## config.mk

```make
export PLATFORM = sky130hd
export DESIGN_NAME = led_sw_mode_ctrl
export DESIGN_NICKNAME = d
export VERILOG_FILES = /design/src/rtl/led_sw_mode_ctrl.sv
export SDC_FILE = /design/constraint.sdc
export NUM_CORES = 1
export LEC_CHECK = 0
export CAP_MARGIN = 10
export CORE_MARGIN = 5
export CORE_UTILIZATION = 33
export CTS_CLUSTER_SIZE = 16
export DETAILED_ROUTE_END_ITERATION = 12
export PLACE_DENSITY = 0.55
export SKIP_CTS_REPAIR_TIMING = 1
export SLEW_MARGIN = 0
export SYNTH_ARGS = -nofsm -noshare
export SYNTH_HDL_FRONTEND = slang
export SYNTH_SLANG_ARGS = --single-unit
```

## constraint.sdc

```tcl
create_clock -name clk -period 2.25 [get_ports clk]
set_clock_uncertainty 0.05 [all_clocks]
set_input_delay 0.3375 -clock clk [delete_from_list [all_inputs] [get_ports clk]]
set_output_delay 0.3375 -clock clk [all_outputs]
set_load 0.005 [all_outputs]
```

## src/rtl/led_sw_mode_ctrl.sv

```systemverilog
// Switch synchroniser and debouncer feeding per-LED mode logic: off, follow,
// toggle-on-press, or blink-while-on. All outputs are registered.
module led_sw_mode_ctrl #(
  parameter int unsigned LED_NUM    = 4,
  parameter int unsigned SW_NUM     = 3,
  parameter int unsigned DEB_CYCLES = 1_000_000,
  parameter int unsigned BLINK_HALF = 25_000_000
) (
  input  logic                 clk,
  input  logic                 resetn,
  input  logic [SW_NUM-1:0]    sw,
  input  logic [2*LED_NUM-1:0] mode,
  output logic [LED_NUM-1:0]   led,
  output logic [SW_NUM-1:0]    sw_db,
  output logic [SW_NUM-1:0]    sw_rise
);

  localparam int unsigned DW = $clog2(DEB_CYCLES + 1);
  localparam int unsigned BW = $clog2(BLINK_HALF);
  localparam logic [DW-1:0] DEB_LAST   = DW'(DEB_CYCLES - 1);
  localparam logic [BW-1:0] BLINK_LAST = BW'(BLINK_HALF - 1);

  typedef enum logic [1:0] {
    MODE_OFF    = 2'b00,
    MODE_FOLLOW = 2'b01,
    MODE_TOGGLE = 2'b10,
    MODE_BLINK  = 2'b11
  } led_mode_e;

  logic [SW_NUM-1:0] meta_q;
  logic [SW_NUM-1:0] sync_q;
  logic [SW_NUM-1:0] db_q;
  logic [SW_NUM-1:0] db_dly_q;
  logic [SW_NUM-1:0] rise_d;
  logic [SW_NUM-1:0] rise_q;
  logic [BW-1:0]     blink_cnt_q;
  logic [BW-1:0]     blink_cnt_d;
  logic              phase_q;
  logic              phase_d;

  always_comb begin
    rise_d = db_q & ~db_dly_q;
  end

  always_comb begin
    blink_cnt_d = blink_cnt_q + 1'b1;
    phase_d     = phase_q;
    if (blink_cnt_q == BLINK_LAST) begin
      blink_cnt_d = '0;
      phase_d     = ~phase_q;
    end
  end

  always_ff @(posedge clk or negedge resetn) begin
    if (!resetn) begin
      meta_q      <= '0;
      sync_q      <= '0;
      db_dly_q    <= '0;
      rise_q      <= '0;
      blink_cnt_q <= '0;
      phase_q     <= 1'b0;
    end else begin
      meta_q      <= sw;
      sync_q      <= meta_q;
      db_dly_q    <= db_q;
      rise_q      <= rise_d;
      blink_cnt_q <= blink_cnt_d;
      phase_q     <= phase_d;
    end
  end

  // One debouncer per switch; a disagreement must persist DEB_CYCLES samples.
  for (genvar gj = 0; gj < SW_NUM; gj++) begin : g_deb
    logic [DW-1:0] cnt_q;
    logic [DW-1:0] cnt_d;
    logic          db_bit_q;
    logic          db_bit_d;

    always_comb begin
      cnt_d    = '0;
      db_bit_d = db_bit_q;
      if (sync_q[gj] != db_bit_q) begin
        if (cnt_q == DEB_LAST) begin
          db_bit_d = sync_q[gj];
        end else begin
          cnt_d = cnt_q + 1'b1;
        end
      end
    end

    always_ff @(posedge clk or negedge resetn) begin
      if (!resetn) begin
        cnt_q    <= '0;
        db_bit_q <= 1'b0;
      end else begin
        cnt_q    <= cnt_d;
        db_bit_q <= db_bit_d;
      end
    end

    assign db_q[gj] = db_bit_q;
  end

  for (genvar gi = 0; gi < LED_NUM; gi++) begin : g_led
    localparam int unsigned SJ = gi % SW_NUM;
    led_mode_e mode_sel;
    logic      tog_q;
    logic      tog_d;
    logic      led_q;
    logic      led_d;

    assign mode_sel = led_mode_e'(mode[2*gi +: 2]);

    // Toggle flips on the combinational rise term, so led sees it one edge later.
    always_comb begin
      tog_d = tog_q;
      led_d = 1'b0;
      case (mode_sel)
        MODE_OFF: begin
          tog_d = 1'b0;
        end
        MODE_FOLLOW: begin
          led_d = db_q[SJ];
        end
        MODE_TOGGLE: begin
          led_d = tog_q;
          if (rise_d[SJ]) begin
            tog_d = ~tog_q;
          end
        end
        MODE_BLINK: begin
          led_d = db_q[SJ] & phase_q;
        end
      endcase
    end

    always_ff @(posedge clk or negedge resetn) begin
      if (!resetn) begin
        tog_q <= 1'b0;
        led_q <= 1'b0;
      end else begin
        tog_q <= tog_d;
        led_q <= led_d;
      end
    end

    assign led[gi] = led_q;
  end

  assign sw_db   = db_q;
  assign sw_rise = rise_q;

endmodule

```

==> metrics.md <==
| Metric | Value |
|---|---|
| Outcome | `finished, final reports clean` |
| Final Wtd Congestion | `roughly 0.82` |
| CTS H-tree depth | `3` |
| Setup CP Type | `flop to flop` |
| Hold Violations, Final | `0` |
| Antenna violations before repair | `0` |
| Congestion Overflow GR | `0` |
| Pwr/cell area | `approximately 670 nW/um2` |
| Routed len/inst | `13.21 um` |
| Synth warnings | `0` |
| IO Port Bufs | `22` |
| Final wirelength | `9205 um` |
| Crit path time final | `a little under 2 ns` |
| Final period utilization | `0.8603` |
| Hold WS | `just over 0.3 ns` |
| Critical path data required time | `about 2.5 ns` |
| Distinct cells, synth | `37` |
| Kind of end point of the critical path | `flop` |
| CTS tree | `done` |
| Area growth, synth to finish | `14.83%` |
| Rel. slew slack | `0.6176` |
| Synthesized area | `around 5000 um2` |
| Largest net degree at the start of global routing | `50` |
| CTS buffer count | `9` |
| Worst Path Max Fanout | `12` |
| Slew @ Worst Pin | `0.5683 ns` |
| Drt initial violations | `168` |
| Unrepaired setup endpoints after global routing | `false` |
| FP Rows | `45` |
| Hold Path Class | `flop to flop` |
| Post-synth top area cell | `dfrtp_1` |
| Slew Viols, Final | `0` |
| Vias in the first global route | `between 3k and 4k` |
| Leak Pwr | `0.002478 uW` |
| Final antenna-violating net count | `0` |
| Synth area leaders | `dfrtp_1 54%, xor2_1 8.5%, nor2_1 6.8%, xnor2_1 4.7%, nand3_1 3.9%` |
| Worst-path clk slew | `around 0.08 ns` |
| Die extent in x | `133.4 um` |
| Dominant synthesized flop cell | `dfrtp_1` |
| Dpl hpwl | `approximately 6400 um` |
| Die area | `17,810 um2` |
| Pre-antenna DRT Iters | `5` |
| Final #Nets | `roughly 520` |
| Max-Cap Viols | `0` |
| Mapped Nets | `about 500` |
| Finished Cell Area | `5774 um2` |
| Core area | `around 15,000 um2` |
| Most frequent cell after synthesis | `dfrtp_1` |
| Post-synth ARST share | `1.000` |
| Sequential-to-total area share from yosys stat | `0.5424` |
| Clock root buffer | `clkbuf_16` |
| Die Height | `between 100 and 150 um` |
| Maximum vdd drop | `0.3148 mV` |
| First-pass GRT wire length | `16,130 um` |
| Yosys reg bits | `~110` |
| Commonest cells post-synth | `109 x dfrtp_1, 91 x nor2_1, 49 x xor2_1` |
| Synth top area share | `0.5424` |
| Fillers | `roughly 1.5k` |
| Share of cells above drive strength 1 | `0.07662` |
| Post-synth EDFFs | `0` |
| CTS Buffer Depth | `2` |
| Residual DRC | `0` |
| CP Data Arrival Time | `2.17 ns` |
| Area after DPL | `about 5400 um2` |
| Mapped Cells | `~480` |
| Setup_tns | `0 ns` |
| I/O pins | `23` |
| Initial Utilization | `0.3333` |
| CP startpoint kind | `flop` |
| Total track usage | `0.1098` |
| Clk_lat worst skew | `approximately 0.35 ns` |
| Synth Area per Inst | `roughly 10 um2` |
| # clock sinks | `between 100 and 150` |
| Vias/cell | `between 4 and 5` |
| Diode count | `0` |
| Final setup fails | `0` |
| Via count | `roughly 3.3k` |
| Fmax | `around 520 MHz` |
## power by group
group	switching (uW)	internal, uW	total [uW]
logic	78.7	52.2	131
registers	21.0	1980	2000
clock network	759	996	1750
total	859	3030	3890
## cells in the final DEF, fill, tap and decap left out, types with 2 or more instances in the layout
cell type / netlist / layout
xor2_1: 49 / 49
bufinv_16: 0 / 2
clkdlybuf4s50_1: 0 / 21
nor4_2: 4 / 4
xnor2_1: 27 / 27
or2_2: 3 / 3
nand3b_1: 6 / 6
nor4b_1: 5 / 5
and3_1: 5 / 5
and4_1: 7 / 7
nand4_1: 21 / 21
nand3_1: 39 / 39
buf_4: 13 / 5
nor2b_1: 4 / 4
nand2b_1: 5 / 5
clkbuf_16: 0 / 9
or3_1: 2 / 2
inv_1: 7 / 7
nor3_1: 6 / 6
inv_8: 0 / 2
nand2_1: 35 / 35
nor4_1: 7 / 7
dfrtp_1: 109 / 109
o21ai_0: 8 / 8
mux2_2: 5 / 5
nor2_1: 91 / 91
buf_12: 0 / 2
clkinv_4: 0 / 2
ha_1: 4 / 4
a22o_1: 3 / 3
## layer usage
| layer | share of wire | GRT usage |
|---|---|---|
| met4 | 0.016 | 0.04286 |
| met5 | 0 | 0 |
| met3 | 0.030 | 0.02681 |
| met2 | 0.46 | 0.1744 |
| met1 | 0.50 | 0.1452 |
## sequential cells by signal, summed over array words and instances (netlist names)
| signal | count |
|---|---|
| blink_cnt_q | 25 |
| db_dly_q | 3 |
| g_deb.cnt_q | 60 |
| g_deb.db_bit_q | 3 |
| g_led.led_q | 4 |
| g_led.tog_q | 4 |
| meta_q | 3 |
| phase_q | 1 |
| sw_rise | 3 |
| sync_q | 3 |
## through the flow
step | setup WS [ns] | utilization | instances | power [uW]
4_1_cts | 0.3117 | 0.3820 | 696 | 3947
5_1_grt | 0.1376 | 0.3827 | 697 | 4035
3_5_place_dp | 0.3280 | 0.3600 | 680 | 2175
6_report | 0.3144 | 0.3827 | 697 | 3886
2_1_floorplan | 0.4509 | - | 479 | 2093
3_3_place_gp | 0.3546 | 0.3600 | 680 | 2170
## final cells by class
| class | instances | area (um2) | area share |
|---|---|---|---|
| Sequential cell | 109 | 2728 | 0.4724 |
| Multi-Input combinational cell | 348 | 2155 | 0.3731 |
| Timing Repair Buffer | 29 | 297.8 | 0.05157 |
| Tap cell | 188 | 235.2 | 0.04074 |
| Clock buffer | 9 | 225.2 | 0.03900 |
| Clock inverter | 7 | 107.6 | 0.01863 |
| Inverter | 7 | 26.28 | 0.004550 |
## critical path, stage by stage (launching register included)
cell	delay [ns]
dfrtp_1	0.44
or4b_1	0.54
nor3_1	0.13
and4_1	0.32
buf_4	0.24
xor2_1	0.15
## cells by family after synthesis
family	Yosys count	share of synthesized area
AO/OA/AOI/OAI	14	0.01767
flip-flops	109	0.5424
AND/OR/NAND/NOR	248	0.2553
multiplexers	6	0.01319
buffers and inverters	22	0.02911
XOR/XNOR	76	0.1324
adder cells (fa/ha/maj)	4	0.009953
## path summary, 6_finish.rpt
check | from | to | slack [ns] | cells past startpoint
setup / recovery | blink_cnt_q[8]$_DFF_PN0_ | phase_q$_DFFE_PN0N_ | 0.31 | 5
hold / removal | meta_q[1]$_DFF_PN0_ | sync_q[1]$_DFF_PN0_ | 0.30 | 0
setup reg to reg | blink_cnt_q[8]$_DFF_PN0_ | phase_q$_DFFE_PN0N_ | 0.31 | 5
hold reg to reg | meta_q[1]$_DFF_PN0_ | sync_q[1]$_DFF_PN0_ | 0.30 | 0
max in group asynchronous | resetn | blink_cnt_q[8]$_DFF_PN0_ | 0.98 | 3
min in group asynchronous | resetn | g_deb[1].db_bit_q$_DFFE_PN0P_ | 0.46 | 2
Power figures use the tool's default switching activity.
